File: config.mk
export PLATFORM = sky130hd
export DESIGN_NAME = div_ctrl_flat
export DESIGN_NICKNAME = d
export VERILOG_FILES = /design/src/rtl/div_ctrl_pkg.sv /design/src/rtl/div_ctrl_if.sv /design/src/rtl/div_ctrl_step.sv /design/src/rtl/div_ctrl.sv /design/src/flat_wrapper.sv
export SDC_FILE = /design/constraint.sdc
export NUM_CORES = 1
export LEC_CHECK = 0
export ABC_AREA = 0
export BUFFER_PORTS_ARGS = -buffer_cell sky130_fd_sc_hd__buf_4
export CAP_MARGIN = 20
export CORE_ASPECT_RATIO = 0.6
export CORE_MARGIN = 2
export CORE_UTILIZATION = 50
export CTS_BUF_LIST = sky130_fd_sc_hd__clkbuf_16
export DETAILED_ROUTE_END_ITERATION = 16
export HOLD_SLACK_MARGIN = 0.03
export PLACE_DENSITY = 0.72
export SYNTH_ARGS = -nofsm -noshare
export SYNTH_HDL_FRONTEND = slang
export SYNTH_HIERARCHICAL = 1
export SYNTH_SLANG_ARGS = --single-unit
File: constraint.sdc
create_clock -name clk -period 4.9 [get_ports clk]
set_input_delay 0.98 -clock clk [delete_from_list [all_inputs] [get_ports clk]]
set_output_delay 0.98 -clock clk [all_outputs]
set_load 0.03 [all_outputs]
File: src/rtl/div_ctrl_pkg.sv
// -----------------------------------------------------------------------------
// div_ctrl_pkg
// Shared definitions for the iterative MIPS DIV/DIVU controller.
//   DIV_WIDTH   : operand width; also the number of restoring iterations.
//   DIV_CNT_W   : width of the iteration counter (counts 0..DIV_WIDTH).
//   div_state_e : controller state encoding (IDLE / BUSY / DONE).
//   neg_if()    : conditional two's-complement negation used for the
//                 operand magnitudes and the result sign fix-up.
// -----------------------------------------------------------------------------
package div_ctrl_pkg;

  localparam int DIV_WIDTH = 32;
  localparam int DIV_CNT_W = $clog2(DIV_WIDTH + 1);

  typedef enum logic [1:0] {
    ST_IDLE = 2'b00,
    ST_BUSY = 2'b01,
    ST_DONE = 2'b10
  } div_state_e;

  // Two's-complement negate when en is set, pass through otherwise.
  function automatic logic [DIV_WIDTH-1:0] neg_if(input logic [DIV_WIDTH-1:0] v,
                                                  input logic                 en);
    logic [DIV_WIDTH-1:0] r;
    if (en) begin
      r = ~v + DIV_WIDTH'(1);
    end else begin
      r = v;
    end
    return r;
  endfunction

endpackage

File: src/rtl/div_ctrl_if.sv
// -----------------------------------------------------------------------------
// div_ctrl_if
// EX-stage <-> divider handshake bundle.
//   start_i   : DIV/DIVU present in EX (held while EX is stalled)
//   signed_i  : 1 = DIV, 0 = DIVU
//   opdata1_i : dividend
//   opdata2_i : divisor
//   annul_i   : exception flush, cancels pending/running division
//   result_o  : {remainder, quotient}, valid while ready_o is high
//   ready_o   : result valid
//   stall_o   : stall request to the hazard unit
// Modports: master = EX stage (drives request), slave = divider.
// -----------------------------------------------------------------------------
interface div_ctrl_if #(
  parameter int WIDTH = div_ctrl_pkg::DIV_WIDTH
);

  logic               start_i;
  logic               signed_i;
  logic [WIDTH-1:0]   opdata1_i;
  logic [WIDTH-1:0]   opdata2_i;
  logic               annul_i;
  logic [2*WIDTH-1:0] result_o;
  logic               ready_o;
  logic               stall_o;

  modport master (
    output start_i, signed_i, opdata1_i, opdata2_i, annul_i,
    input  result_o, ready_o, stall_o
  );

  modport slave (
    input  start_i, signed_i, opdata1_i, opdata2_i, annul_i,
    output result_o, ready_o, stall_o
  );

endinterface

File: src/rtl/div_ctrl_step.sv
// -----------------------------------------------------------------------------
// div_step
// One purely combinational restoring-division iteration.
//   rem_i     : current partial remainder (always < divisor)
//   bit_i     : next dividend bit shifted into the remainder
//   divisor_i : divisor magnitude
//   rem_o     : next partial remainder
//   quo_bit_o : quotient bit produced by this iteration
// -----------------------------------------------------------------------------
module div_step
  import div_ctrl_pkg::*;
(
  input  logic [DIV_WIDTH-1:0] rem_i,
  input  logic                 bit_i,
  input  logic [DIV_WIDTH-1:0] divisor_i,
  output logic [DIV_WIDTH-1:0] rem_o,
  output logic                 quo_bit_o
);

  // The shifted remainder can reach 2*divisor-1, so compare on WIDTH+1 bits.
  logic [DIV_WIDTH:0] shifted_s;
  logic [DIV_WIDTH:0] diff_s;

  // Trial subtraction; restore (keep the shifted value) when it would go negative.
  always_comb begin
    shifted_s = {rem_i, bit_i};
    diff_s    = shifted_s - {1'b0, divisor_i};
    if (shifted_s >= {1'b0, divisor_i}) begin
      rem_o     = diff_s[DIV_WIDTH-1:0];
      quo_bit_o = 1'b1;
    end else begin
      rem_o     = shifted_s[DIV_WIDTH-1:0];
      quo_bit_o = 1'b0;
    end
  end

endmodule

File: src/rtl/div_ctrl.sv
// -----------------------------------------------------------------------------
// div_ctrl
// Iterative DIV/DIVU controller for the MIPS EX stage. Accepts a request in
// IDLE, runs DIV_WIDTH restoring steps in BUSY (stalling the pipeline), then
// presents {HI = remainder, LO = quotient} in DONE until start_i drops.
// Ports:
//   clk    : pipeline clock
//   resetn : asynchronous active-low reset
//   bus    : div_ctrl_if.slave handshake (request, flush, result, stall)
// Build option:
//   DIV_ZERO_FAST_EN : when defined, a zero divisor seen in IDLE jumps straight
//                      to DONE (ready one cycle after acceptance). Otherwise a
//                      zero divisor runs the full iteration count. Result
//                      values are the same either way.
// -----------------------------------------------------------------------------
module div_ctrl
  import div_ctrl_pkg::*;
(
  input  logic         clk,
  input  logic         resetn,
  div_ctrl_if.slave    bus
);

  localparam int WIDTH = DIV_WIDTH;

  div_state_e           state_q,        state_d;
  logic [DIV_CNT_W-1:0] cnt_q,          cnt_d;
  logic [WIDTH-1:0]     rem_q,          rem_d;          // partial remainder
  logic [WIDTH-1:0]     quo_q,          quo_d;          // dividend out / quotient in
  logic [WIDTH-1:0]     divisor_q,      divisor_d;
  logic [WIDTH-1:0]     dividend_raw_q, dividend_raw_d; // unmodified op1 for div-by-zero
  logic                 neg_quo_q,      neg_quo_d;
  logic                 neg_rem_q,      neg_rem_d;
  logic                 div_zero_q,     div_zero_d;
  logic [2*WIDTH-1:0]   result_q,       result_d;
  logic                 ready_q,        ready_d;

  logic                 accept_s;
  logic                 op1_neg_s;
  logic                 op2_neg_s;
  logic [WIDTH-1:0]     step_rem_s;
  logic                 step_bit_s;
  logic [WIDTH-1:0]     quo_next_s;

  // Single restoring iteration on the current partial remainder.
  div_step u_step (
    .rem_i     (rem_q),
    .bit_i     (quo_q[WIDTH-1]),
    .divisor_i (divisor_q),
    .rem_o     (step_rem_s),
    .quo_bit_o (step_bit_s)
  );

  // Request qualification and operand sign decode.
  always_comb begin
    accept_s   = bus.start_i & ~bus.annul_i;
    op1_neg_s  = bus.signed_i & bus.opdata1_i[WIDTH-1];
    op2_neg_s  = bus.signed_i & bus.opdata2_i[WIDTH-1];
    quo_next_s = {quo_q[WIDTH-2:0], step_bit_s};
  end

  // Next-state, datapath and result computation.
  always_comb begin
    state_d        = state_q;
    cnt_d          = cnt_q;
    rem_d          = rem_q;
    quo_d          = quo_q;
    divisor_d      = divisor_q;
    dividend_raw_d = dividend_raw_q;
    neg_quo_d      = neg_quo_q;
    neg_rem_d      = neg_rem_q;
    div_zero_d     = div_zero_q;
    result_d       = result_q;
    ready_d        = ready_q;

    case (state_q)
      ST_IDLE: begin
        ready_d = 1'b0;
        if (accept_s) begin
          cnt_d          = '0;
          rem_d          = '0;
          quo_d          = neg_if(bus.opdata1_i, op1_neg_s);
          divisor_d      = neg_if(bus.opdata2_i, op2_neg_s);
          dividend_raw_d = bus.opdata1_i;
          neg_quo_d      = op1_neg_s ^ op2_neg_s;
          neg_rem_d      = op1_neg_s;
          div_zero_d     = (bus.opdata2_i == '0);
`ifdef DIV_ZERO_FAST_EN
          if (bus.opdata2_i == '0) begin
            // Result is known up front; skip the iterations entirely.
            state_d  = ST_DONE;
            result_d = {bus.opdata1_i, {WIDTH{1'b1}}};
            ready_d  = 1'b1;
          end else begin
            state_d  = ST_BUSY;
          end
`else
          state_d = ST_BUSY;
`endif
        end else begin
          state_d = ST_IDLE;
        end
      end

      ST_BUSY: begin
        rem_d = step_rem_s;
        quo_d = quo_next_s;
        cnt_d = cnt_q + DIV_CNT_W'(1);
        if (cnt_q == DIV_CNT_W'(WIDTH - 1)) begin
          // Last step: register the sign-corrected result on DONE entry.
          state_d = ST_DONE;
          ready_d = 1'b1;
          if (div_zero_q) begin
            result_d = {dividend_raw_q, {WIDTH{1'b1}}};
          end else begin
            result_d = {neg_if(step_rem_s, neg_rem_q), neg_if(quo_next_s, neg_quo_q)};
          end
        end else begin
          state_d = ST_BUSY;
        end
      end

      ST_DONE: begin
        // Hold the result while EX keeps start_i high; release on first low.
        if (bus.start_i) begin
          state_d = ST_DONE;
          ready_d = 1'b1;
        end else begin
          state_d = ST_IDLE;
          ready_d = 1'b0;
        end
      end

      default: begin
        state_d = ST_IDLE;
        ready_d = 1'b0;
      end
    endcase

    // A flush overrides everything and abandons the operation.
    if (bus.annul_i) begin
      state_d = ST_IDLE;
      ready_d = 1'b0;
    end else begin
      state_d = state_d;
    end
  end

  // All controller and datapath state.
  always_ff @(posedge clk or negedge resetn) begin
    if (!resetn) begin
      state_q        <= ST_IDLE;
      cnt_q          <= '0;
      rem_q          <= '0;
      quo_q          <= '0;
      divisor_q      <= '0;
      dividend_raw_q <= '0;
      neg_quo_q      <= 1'b0;
      neg_rem_q      <= 1'b0;
      div_zero_q     <= 1'b0;
      result_q       <= '0;
      ready_q        <= 1'b0;
    end else begin
      state_q        <= state_d;
      cnt_q          <= cnt_d;
      rem_q          <= rem_d;
      quo_q          <= quo_d;
      divisor_q      <= divisor_d;
      dividend_raw_q <= dividend_raw_d;
      neg_quo_q      <= neg_quo_d;
      neg_rem_q      <= neg_rem_d;
      div_zero_q     <= div_zero_d;
      result_q       <= result_d;
      ready_q        <= ready_d;
    end
  end

  // Outputs: ready/stall drop in the same cycle as a flush, and stall is
  // forced low while reset is held even if EX still presents start_i.
  always_comb begin
    bus.result_o = result_q;
    bus.ready_o  = ready_q & ~bus.annul_i;
    bus.stall_o  = resetn & ~bus.annul_i &
                   (((state_q == ST_IDLE) & bus.start_i) | (state_q == ST_BUSY));
  end

endmodule

File: src/flat_wrapper.sv
// flat-port wrapper written by rule: the top's interface ports become plain ports
module div_ctrl_flat import div_ctrl_pkg::*;
  (clk, resetn, bus_start_i, bus_signed_i, bus_opdata1_i, bus_opdata2_i, bus_annul_i, bus_result_o, bus_ready_o, bus_stall_o);
  div_ctrl_if #(.WIDTH((DIV_WIDTH))) bus_i ();
  input  logic clk;
  input  logic resetn;
  input wire logic [$bits(bus_i.start_i)-1:0] bus_start_i;
  input wire logic [$bits(bus_i.signed_i)-1:0] bus_signed_i;
  input wire logic [$bits(bus_i.opdata1_i)-1:0] bus_opdata1_i;
  input wire logic [$bits(bus_i.opdata2_i)-1:0] bus_opdata2_i;
  input wire logic [$bits(bus_i.annul_i)-1:0] bus_annul_i;
  output wire logic [$bits(bus_i.result_o)-1:0] bus_result_o;
  output wire logic [$bits(bus_i.ready_o)-1:0] bus_ready_o;
  output wire logic [$bits(bus_i.stall_o)-1:0] bus_stall_o;
  assign bus_i.start_i = bus_start_i;
  assign bus_i.signed_i = bus_signed_i;
  assign bus_i.opdata1_i = bus_opdata1_i;
  assign bus_i.opdata2_i = bus_opdata2_i;
  assign bus_i.annul_i = bus_annul_i;
  assign bus_result_o = bus_i.result_o;
  assign bus_ready_o = bus_i.ready_o;
  assign bus_stall_o = bus_i.stall_o;
  div_ctrl u_core (.clk(clk), .resetn(resetn), .bus(bus_i));
endmodule
* Word-level counts from Yosys, hierarchy flattened
Cells that the tools add are included.
** Cells by class
- Add/sub/neg operators :: 6
- Multipliers :: 0
- Div/mod/pow operators :: 0
- Magnitude comparators :: 1
- Equal/unequal tests :: 5
- Shifts and indexed selects :: 0
- Mux-type cells :: 22
- Bitwise logic cells :: 14
- Reductions and logical operators :: 6
** Operators with widths (count)
- 2-to-1 mux 32 bit :: 7
- adder 32 x 1 -> 32 bit (second input constant) :: 4
- inverter 32 bit :: 4
- case mux 32 bit (2 select lines) :: 2
- 2-to-1 mux 64 bit :: 1
- greater-or-equal comparator 33 x 32 -> 1 bit :: 1
- zero test 32 bit :: 1
- subtractor 32 bit :: 1
- case mux 6 bit (2 select lines) :: 1
- AND 1 bit :: 7
- adder 6 x 1 -> 6 bit (second input constant) :: 1
- equality test 6 x 5 -> 1 bit (second input constant) :: 1
- 2-to-1 mux 2 bit :: 3
- 2-to-1 mux 6 bit :: 1
- case mux 2 bit (3 select lines) :: 1
- AND reduction 2 bit :: 3
- 2-to-1 mux 1 bit :: 5
- inequality test 3 x 2 -> 1 bit (second input constant) :: 1
- equality test 2 x 1 -> 1 bit (second input constant) :: 1
- equality test 2 bit (second input constant) :: 1
- zero test 2 bit :: 1
- inequality test 2 x 1 -> 1 bit (second input constant) :: 1
- case mux 1 bit (2 select lines) :: 1
- nonzero test 2 bit :: 1
- 3 further kinds :: 3
** Storage, ports and cells
- Bits in registers :: 204
- Bits in latches :: 0
- RAM bits :: 0
- Bits in read-only memories :: 0
- Bits of input ports :: 69
- Output and inout port bits :: 66
- Logic and storage cells :: 65
- Memories :: 0

* Longest topological paths before layout
Gate-level depths: netlist (run 1).
- Word-level depth :: 6
- Depth in mapped cells :: 22
- Gate-level depth less buffers :: 18

* Hierarchy
The synthesis (run 1) kept the hierarchy.
** Modules (own cells, without submodules)
- div_ctrl :: instances 1, cells each 1289, area an instance 10936.7 um^2
- div_step :: instances 1, cells each 323, area an instance 2331.0 um^2

* Worst setup path after synthesis (run 1)
OpenSTA, ideal clock, no wires.
- Kind :: register to register
- From :: register u_core.rem_q[9]
- To :: register u_core.result_q[57], in the netlist u_core/bus.result_o[57]
- Setup time :: 0.124 ns
- Arrival time :: 4.713 ns
- Path slack :: 0.063 ns
- Stages on the path, launching flop included :: 20
- Path buffers :: 3
- Path through :: dfrtp_1 -> ha_1 -> clkbuf_1 -> nand4_1 -> nor3_1 -> o211ai_1 -> nor4b_4 -> o21ai_2 -> a31oi_4 -> o21a_4 -> inv_2 -> buf_6 -> mux2_2 -> or4_4 -> or4_4 -> or4_4 -> buf_6 -> o41ai_4 -> xor2_1 -> o21ai_1
** On the way
- Longest elaborated chain between the ends :: 6
- Elaborated cells between the ends (all ways) :: 7
- Classes of those cells :: add/sub: 2; order compare: 1; mux: 3; bitwise: 1
** Ends and longest elaborated chain
- start, declared :: RTL line div_ctrl.sv:28 : logic [WIDTH-1:0] rem_q, rem_d;
- start signal, assigned :: RTL line div_ctrl.sv:166 : rem_q <= rem_d;
- subtractor 32 bit or greater-or-equal comparator 33 x 32 -> 1 bit (tied branches) :: RTL line div_ctrl_step.sv:27, div_ctrl_step.sv:28
- 2-to-1 mux 32 bit (*) :: RTL line div_ctrl_step.sv:28 : if (shifted_s >= {1'b0, divisor_i}) begin
- named net u_core.step_rem_s[10] :: RTL line div_ctrl.sv:41 : logic [WIDTH-1:0] step_rem_s;
- inverter 32 bit (*) :: RTL line div_ctrl_pkg.sv:26 : r = ~v + DIV_WIDTH'(1);
- adder 32 x 1 -> 32 bit (*) :: RTL line div_ctrl_pkg.sv:26
- 2-to-1 mux 32 bit (*) :: RTL line div_ctrl_pkg.sv:25 : if (en) begin
- 2-to-1 mux 64 bit (*) :: RTL line div_ctrl.sv:113 : if (div_zero_q) begin
- end signal, assigned :: RTL line div_ctrl.sv:173 : result_q <= result_d;
- end, declared :: RTL line div_ctrl.sv:35 : logic [2*WIDTH-1:0] result_q, result_d;
The timed path passes the listed nets; every way through them passes the cells marked *.
A chain may end at the register's enable or synchronous reset.

* Final worst setup path (run 1)
- From :: register u_core.quo_q[31]
- To :: register u_core.result_q[57], in the netlist u_core/bus.result_o[57]
** On the way
- Longest elaborated chain between the ends :: 6
- Elaborated cells between the ends (all ways) :: 7
- Classes of those cells :: add/sub: 2; order compare: 1; mux: 3; bitwise: 1
** Ends and longest elaborated chain
- start, declared :: RTL line div_ctrl.sv:29 : logic [WIDTH-1:0] quo_q, quo_d;
- start signal, assigned :: RTL line div_ctrl.sv:167 : quo_q <= quo_d;
- subtractor 32 bit or greater-or-equal comparator 33 x 32 -> 1 bit (tied branches) :: RTL line div_ctrl_step.sv:27, div_ctrl_step.sv:28
- 2-to-1 mux 32 bit (*) :: RTL line div_ctrl_step.sv:28
- named net u_core.step_rem_s[6] :: RTL line div_ctrl.sv:41
- inverter 32 bit (*) :: RTL line div_ctrl_pkg.sv:26
- adder 32 x 1 -> 32 bit (*) :: RTL line div_ctrl_pkg.sv:26
- 2-to-1 mux 32 bit (*) :: RTL line div_ctrl_pkg.sv:25
- 2-to-1 mux 64 bit (*) :: RTL line div_ctrl.sv:113
Marks and branches as above.

==> impl_metrics.env, run 1 <==
export IMPL_synth_distinct_cells=78
export IMPL_clk_pin_slew_ns=0.06
export IMPL_synth_main_ff_cell="dfrtp_1"
export IMPL_die_width_um=214.3
export IMPL_ir_worst_vdd_uv=213.3
export IMPL_die_h_um=130.2
export IMPL_cp_required_ns=5.28
export IMPL_cts_sinks=204
export IMPL_cts_tree="built"
export IMPL_wirelength_um=43830
export IMPL_setup_violations=0
export IMPL_worst_clock_skew_ns=0.01376
export IMPL_place_gp_congestion=0.9645
export IMPL_row_count=46
export IMPL_grt_use_total_pct=30.88
export IMPL_grt_first_pass_wirelength_um=66760
export IMPL_final_seq_area_um2=5105
export IMPL_final_util_pct=60.39
export IMPL_synth_top_area_cell="dfrtp_1"
export IMPL_leakage_nw=7.481
export IMPL_cts_max_path_buffers=3
export IMPL_start_util_pct=50.55
export IMPL_hold_viol=0
export IMPL_rsz0062_at_grt="yes"
export IMPL_clock_root_buffer="clkbuf_16"
export IMPL_synthTopCellsByArea="dfrtp_1, nand2_1, o21ai_0"
export IMPL_first_pass_iters=6
export IMPL_core_um2=26250
export IMPL_drive_above_1_share_pct=18.51
export IMPL_r2r_setup_slack_ns=0.12
export IMPL_wl_per_cell_um=20.56
export IMPL_maxSlewViolCount=0
export IMPL_min_path_type="in -> async"
export IMPL_placed_cell_area_um2=14960
export IMPL_seq_area_frac_synth_pct=38.48
export IMPL_syn_num_nets=1723
export IMPL_r2r_end="u_core/bus.result_o[57]$_DFFE_PN0P_"
export IMPL_crit_path_start_kind="flop"
export IMPL_tightest_slew_ns=1.068
export IMPL_drt_iter0_markers=1443
export IMPL_synthArstFlopShare_pct=100.0
export IMPL_syn_area_um2=13270
export IMPL_power_density_nw_per_um2=330.4
export IMPL_via_per_inst=5.995
export IMPL_grt_ovfl_total=0
export IMPL_max_cap_violations=0
export IMPL_ys_ff_latch=204
export IMPL_drc=0
export IMPL_synth_top_cell_area_share_pct=38.48
export IMPL_antenna_cells=0
export IMPL_first_global_vias=11382
export IMPL_insertion_delay_ns=0.51
export IMPL_worstSetupEndpoint="u_core/bus.result_o[57]$_DFFE_PN0P_"
export IMPL_avgSynthCellArea_um2=8.231
export IMPL_nFillCells=2333
export IMPL_nets=1869
export IMPL_postLayoutCellArea_um2=15850
export IMPL_startpoint="u_core/quo_q[31]$_DFFE_PN0P_"
export IMPL_power_total_w=0.005237
export IMPL_yosysMostFrequentCell="nand2_1"
export IMPL_end_kind="flop"
export IMPL_grt_max_degree=73
export IMPL_ant_nets=0
export IMPL_antenna_found_initial=0
export IMPL_htreeDepth=1
export IMPL_multi_input_area_um2=7706
export IMPL_critPathArrivalTime_ns=5.15
export IMPL_dieArea_um2=27900
export IMPL_outcome="complete, no violations"
export IMPL_r2r_cells=17
export IMPL_area_growth_syn_to_layout_pct=19.46
export IMPL_synth_edf_count=0
export IMPL_vias=12781
export IMPL_yosysWarnings=6
export IMPL_dpl_hpwl_um=32930
export IMPL_port_buffers=134
export IMPL_period_needed_ns=4.779
export IMPL_num_io_pins=135
export IMPL_ys_top_cells_by_count="nand2_1, dfrtp_1, nor2_1"
export IMPL_max_slew_margin_pct=28.11
export IMPL_synthCells=1612
export IMPL_period_share_pct=97.53
export IMPL_critical_path_class="reg -> reg"
export IMPL_path_max_fanout=11
export IMPL_postCtsHoldBufs=0
export IMPL_r2r_start="u_core/quo_q[31]$_DFFE_PN0P_"
export IMPL_numCtsBuffers=21
export IMPL_fmax_mhz=209.3
-- cell usage in the layout (no fill, tap or decap), types with 5 or more instances in the layout --
cell type	count
nor3b_1	9
clkbuf_16	21
ha_4	7
and2_1	6
ha_1	31
or4_4	5
o21ai_0	119
a21oi_1	118
nand2_1	281
nor2_1	140
dfrtp_1	204
mux2_2	20
nand4_1	12
or3_1	18
xor2_1	66
a22oi_1	6
o211ai_1	11
mux2i_1	9
a31oi_1	25
nor2b_1	8
a21o_1	9
a211oi_1	9
and3_1	9
buf_4	218
mux2_4	10
o41ai_1	13
o22ai_1	19
nor4_1	17
or4_1	13
xnor2_1	63
nor3_1	36
o31ai_1	24
nand2b_1	7
nand3_1	53
inv_1	61
-- critical path, stage by stage, from the launching register on --
cell and delay (ns):
dfrtp_1 0.39, inv_1 0.12, ha_1 0.24, nor2b_4 0.07, o2111a_2 0.29, o211ai_1 0.26, nor4b_4 0.31, o21ai_2 0.10
a31oi_4 0.16, o21a_4 0.19, inv_8 0.06, mux2_4 0.30, or4_4 0.55, or4_4 0.60, or4_4 0.52, o41ai_4 0.24
xor2_1 0.19, o21ai_1 0.07
-- where the power goes --
part | switching (W) | internal, W | total (W) | leakage [nW]
registers | 0.000210 | 0.00186 | 0.00207 | 2.68
logic | 0.000918 | 0.000614 | 0.00153 | 4.45
clock network | 0.000694 | 0.000936 | 0.00163 | 0.354
total | 0.00182 | 0.00342 | 0.00524 | 7.48
-- registers in the layout, indices dropped and copies added (netlist names) --
signal	cells
u_core/rem_q	32
u_core/neg_rem_q	1
u_core/dividend_raw_q	32
u_core/div_zero_q	1
u_core/ready_q	1
u_core/cnt_q	6
u_core/neg_quo_q	1
u_core/quo_q	32
u_core/state_q	2
u_core/divisor_q	32
u_core/bus.result_o	64
-- cell type report --
cell class | count | share of cell area [%]
sequential | 204 | 32.21
tap | 360 | 2.842
clock inverter | 16 | 0.9316
multi-input combinational | 1252 | 48.62
timing repair buffer | 221 | 10.66
inverter | 58 | 1.421
clock buffer | 21 | 3.316
-- kinds of logic (layout without fill, tap and decap cells) --
family / Yosys count / in the layout / synth area share, %
flops: 204 / 204 / 38.48
xor+xnor: 129 / 129 / 8.516
fa+ha+maj: 42 / 42 / 4.017
simple gates: 640 / 640 / 22.16
compound gates: 402 / 402 / 18.67
buf+inv: 156 / 316 / 4.677
mux: 39 / 39 / 3.480
-- layer usage --
metal  vias up  wire (um)  global-route usage (%)
met3        42       4995                   9.441
met2       617      16810                   40.36
met1      6179      21540                   49.44
met5         -          0                       0
met4         0        488                   4.657
li1       5943          -                       -
-- through the flow --
step / setup TNS [ns] / std cells / worst slack, ns / hold slack [ns]
6_report: 0 / 2132 / 0.1211 / 0.3889
3_3_place_gp: 0 / 2089 / 0.01553 / 0.4548
3_5_place_dp: -0.03604 / 2089 / -0.03366 / 0.4625
4_1_cts: 0 / 2127 / 0.01574 / 0.3984
2_1_floorplan: 0 / 1612 / 0.06322 / 0.4379
5_1_grt: -0.05728 / 2132 / -0.05258 / 0.4112
-- worst min path at each step --
stage | start | endpoint | slack [ns]
6_report | resetn | u_core/divisor_q[2]$_DFFE_PN0N_ | 0.39
5_1_grt | resetn | u_core/divisor_q[2]$_DFFE_PN0N_ | 0.41
4_1_cts | resetn | u_core/rem_q[6]$_DFFE_PN0P_ | 0.40
3_5_place_dp | u_core/dividend_raw_q[14]$_DFFE_PN0N_ | u_core/dividend_raw_q[14]$_DFFE_PN0N_ | 0.46
3_3_place_gp | u_core/dividend_raw_q[9]$_DFFE_PN0N_ | u_core/dividend_raw_q[9]$_DFFE_PN0N_ | 0.45
2_1_floorplan | u_core/dividend_raw_q[24]$_DFFE_PN0N_ | u_core/dividend_raw_q[24]$_DFFE_PN0N_ | 0.44
-- timing repair --
item | CTS | global route
setup endpoints to repair | 7 | 12
setup buffers | 1 | 4
resized for setup | 9 | 16
pin swaps | 6 | 7
Note: power is estimated with default switching activity, not from simulation.
==> run 2: changes to the inputs <==
--- a/config.mk
+++ b/config.mk
@@ -10,11 +10,10 @@
 export CAP_MARGIN = 20
 export CORE_ASPECT_RATIO = 0.6
 export CORE_MARGIN = 2
-export CORE_UTILIZATION = 50
+export CORE_UTILIZATION = 35
 export CTS_BUF_LIST = sky130_fd_sc_hd__clkbuf_16
 export DETAILED_ROUTE_END_ITERATION = 16
 export HOLD_SLACK_MARGIN = 0.03
-export PLACE_DENSITY = 0.72
 export SYNTH_ARGS = -nofsm -noshare
 export SYNTH_HDL_FRONTEND = slang
 export SYNTH_HIERARCHICAL = 1
==> impl_metrics.env, run 2 (synthesis results as in run 1) <==
export IMPL_r2r_end="u_core/bus.result_o[57]$_DFFE_PN0P_"
export IMPL_wl_per_cell_um=18.83
export IMPL_cts_tree="built"
export IMPL_nets=1875
export IMPL_die_width_um=255.4
export IMPL_slowest_delay_ns=0.60
export IMPL_pwr_share_clk_pct=33.8
export IMPL_num_io_pins=135
export IMPL_switchingPower_w=0.001852
export IMPL_power_density_nw_per_um2=334.0
export IMPL_nFillCells=3749
export IMPL_row_count=55
export IMPL_cp_required_ns=5.30
export IMPL_grt_first_pass_wirelength_um=68030
export IMPL_area_growth_syn_to_layout_pct=22.03
export IMPL_p_seq_share_pct=38.5
export IMPL_first_pass_iters=5
export IMPL_tightest_slew_ns=1.096
export IMPL_dpl_hpwl_um=32110
export IMPL_wirelength_um=43200
export IMPL_cts_max_path_buffers=3
export IMPL_end_kind="flop"
export IMPL_largest_reg_flops=64
export IMPL_clock_root_buffer="clkbuf_16"
export IMPL_r2r_cells=16
export IMPL_drt_iter0_markers=1290
export IMPL_ir_worst_vdd_uv=264.4
export IMPL_setup_violations=0
export IMPL_cp_top_family="simple AND/OR/NAND/NOR gates"
export IMPL_place_inst=2243
export IMPL_fmax_mhz=208.0
export IMPL_worst_clock_skew_ns=0.01081
export IMPL_dieArea_um2=39530
export IMPL_port_buffers=134
export IMPL_numCtsBuffers=23
export IMPL_ant_nets=0
export IMPL_antenna_found_initial=2
export IMPL_via_per_inst=5.405
export IMPL_switching_share_pct=34.26
export IMPL_htreeDepth=1
export IMPL_min_path_type="in -> async"
export IMPL_first_global_vias=11689
export IMPL_whs_ns=0.4029
export IMPL_period_share_pct=98.12
export IMPL_crit_top_cell="or4_4"
export IMPL_drive_above_1_share_pct=19.55
export IMPL_maxSlewViolCount=0
export IMPL_grt_use_total_pct=21.56
export IMPL_drc=0
export IMPL_crit_path_start_kind="flop"
export IMPL_cp_slowest_cell="or4_4"
export IMPL_final_cell_mix="nand2_1, buf_4, dfrtp_1, nor2_1, o21ai_0"
export IMPL_grt_max_degree=162
export IMPL_layout_commonest_cell="nand2_1"
export IMPL_grt_ovfl_total=0
export IMPL_cp_buffers_inverters=1
export IMPL_max_slew_margin_pct=26.94
export IMPL_path_max_fanout=11
export IMPL_r2r_setup_slack_ns=0.09
export IMPL_cp_cell_sequence="ha_4 > a21oi_4 > a211oi_2 > or3_4 > nor4b_4 > o21ai_2 > a31oi_4 > o21a_4 > inv_8 > mux2_2 > or4_4 > or4_4 > or4_4 > o41ai_4 > xor2_1 > o21ai_1"
export IMPL_vias=12398
export IMPL_period_needed_ns=4.808
export IMPL_die_h_um=154.8
export IMPL_outcome="complete, no violations"
export IMPL_max_cap_violations=0
export IMPL_hold_viol=0
export IMPL_r2r_start="u_core/rem_q[6]$_DFFE_PN0P_"
export IMPL_clk_pin_slew_ns=0.06
export IMPL_comb_power_share_pct=27.7
export IMPL_final_util_pct=43.17
export IMPL_start_util_pct=35.38
export IMPL_rsz0062_at_grt="yes"
export IMPL_critPathArrivalTime_ns=5.20
export IMPL_cts_sinks=204
export IMPL_core_um2=37500
export IMPL_place_gp_congestion=0.9312
export IMPL_power_total_w=0.005407
export IMPL_postCtsHoldBufs=0
export IMPL_leakage_nw=7.508
export IMPL_insertion_delay_ns=0.53
export IMPL_critical_path_class="reg -> reg"
export IMPL_fin_cells=2294
export IMPL_internal_power_w=0.003555
export IMPL_final_seq_area_um2=5105
export IMPL_multi_input_area_um2=7724
run 2: what timing repair did:
item,in CTS,in global routing
pin swaps,12,8
gates cloned,0,0
setup endpoints to repair,5,11
resized for setup,10,22
hold endpoints to repair,0,0
setup buffers,5,4
run 2: per-layer routing:
layer | global-route usage, % | up-vias | part of all wire, %
met5 | 0 | - | 0
met4 | 3.501 | 0 | 1.6
met2 | 29.81 | 372 | 39
met1 | 34.76 | 6028 | 53
li1 | - | 5955 | -
met3 | 3.573 | 43 | 6.4
run 2: cell type report:
| cell class | instances | share of cell area (%) |
|---|---|---|
| antenna | 1 | 0.01546 |
| clock buffer | 23 | 3.555 |
| clock inverter | 18 | 1.244 |
| inverter | 58 | 1.391 |
| multi-input combinational | 1252 | 47.70 |
| sequential | 204 | 31.53 |
| tap | 513 | 3.964 |
| timing repair buffer | 225 | 10.60 |
run 2: worst max-delay path by stage:
stage / endpoint / depth (start not counted) / start
global placement: u_core/bus.result_o[57]$_DFFE_PN0P_ / 16 / u_core/rem_q[0]$_DFFE_PN0P_
global route: u_core/bus.result_o[53]$_DFFE_PN0P_ / 17 / u_core/rem_q[6]$_DFFE_PN0P_
floorplan: u_core/bus.result_o[57]$_DFFE_PN0P_ / 19 / u_core/rem_q[9]$_DFFE_PN0P_
detailed placement: u_core/bus.result_o[57]$_DFFE_PN0P_ / 16 / u_core/rem_q[0]$_DFFE_PN0P_
CTS: u_core/bus.result_o[63]$_DFFE_PN0P_ / 17 / u_core/rem_q[6]$_DFFE_PN0P_
finish: u_core/bus.result_o[57]$_DFFE_PN0P_ / 16 / u_core/rem_q[6]$_DFFE_PN0P_
run 2: metrics by stage:
step	setup slack (ns)	TNS, ns	area, um2
finish	0.09197	0	16190
global route	-0.1080	-0.4398	16190
CTS	-0.004755	-0.006532	16080
detailed placement	-0.1326	-0.3906	15180
global placement	-0.03561	-0.04197	15180
floorplan	0.06322	0	13270
run 2: power by group through the flow:
stage               combinational [W]  clock, W  sequential, W
floorplan                    0.000930         0        0.00201
detailed placement            0.00140         0        0.00210
global route                  0.00165   0.00193        0.00211
CTS                           0.00145   0.00186        0.00208
global placement              0.00139         0        0.00210
finish                        0.00150   0.00183        0.00208
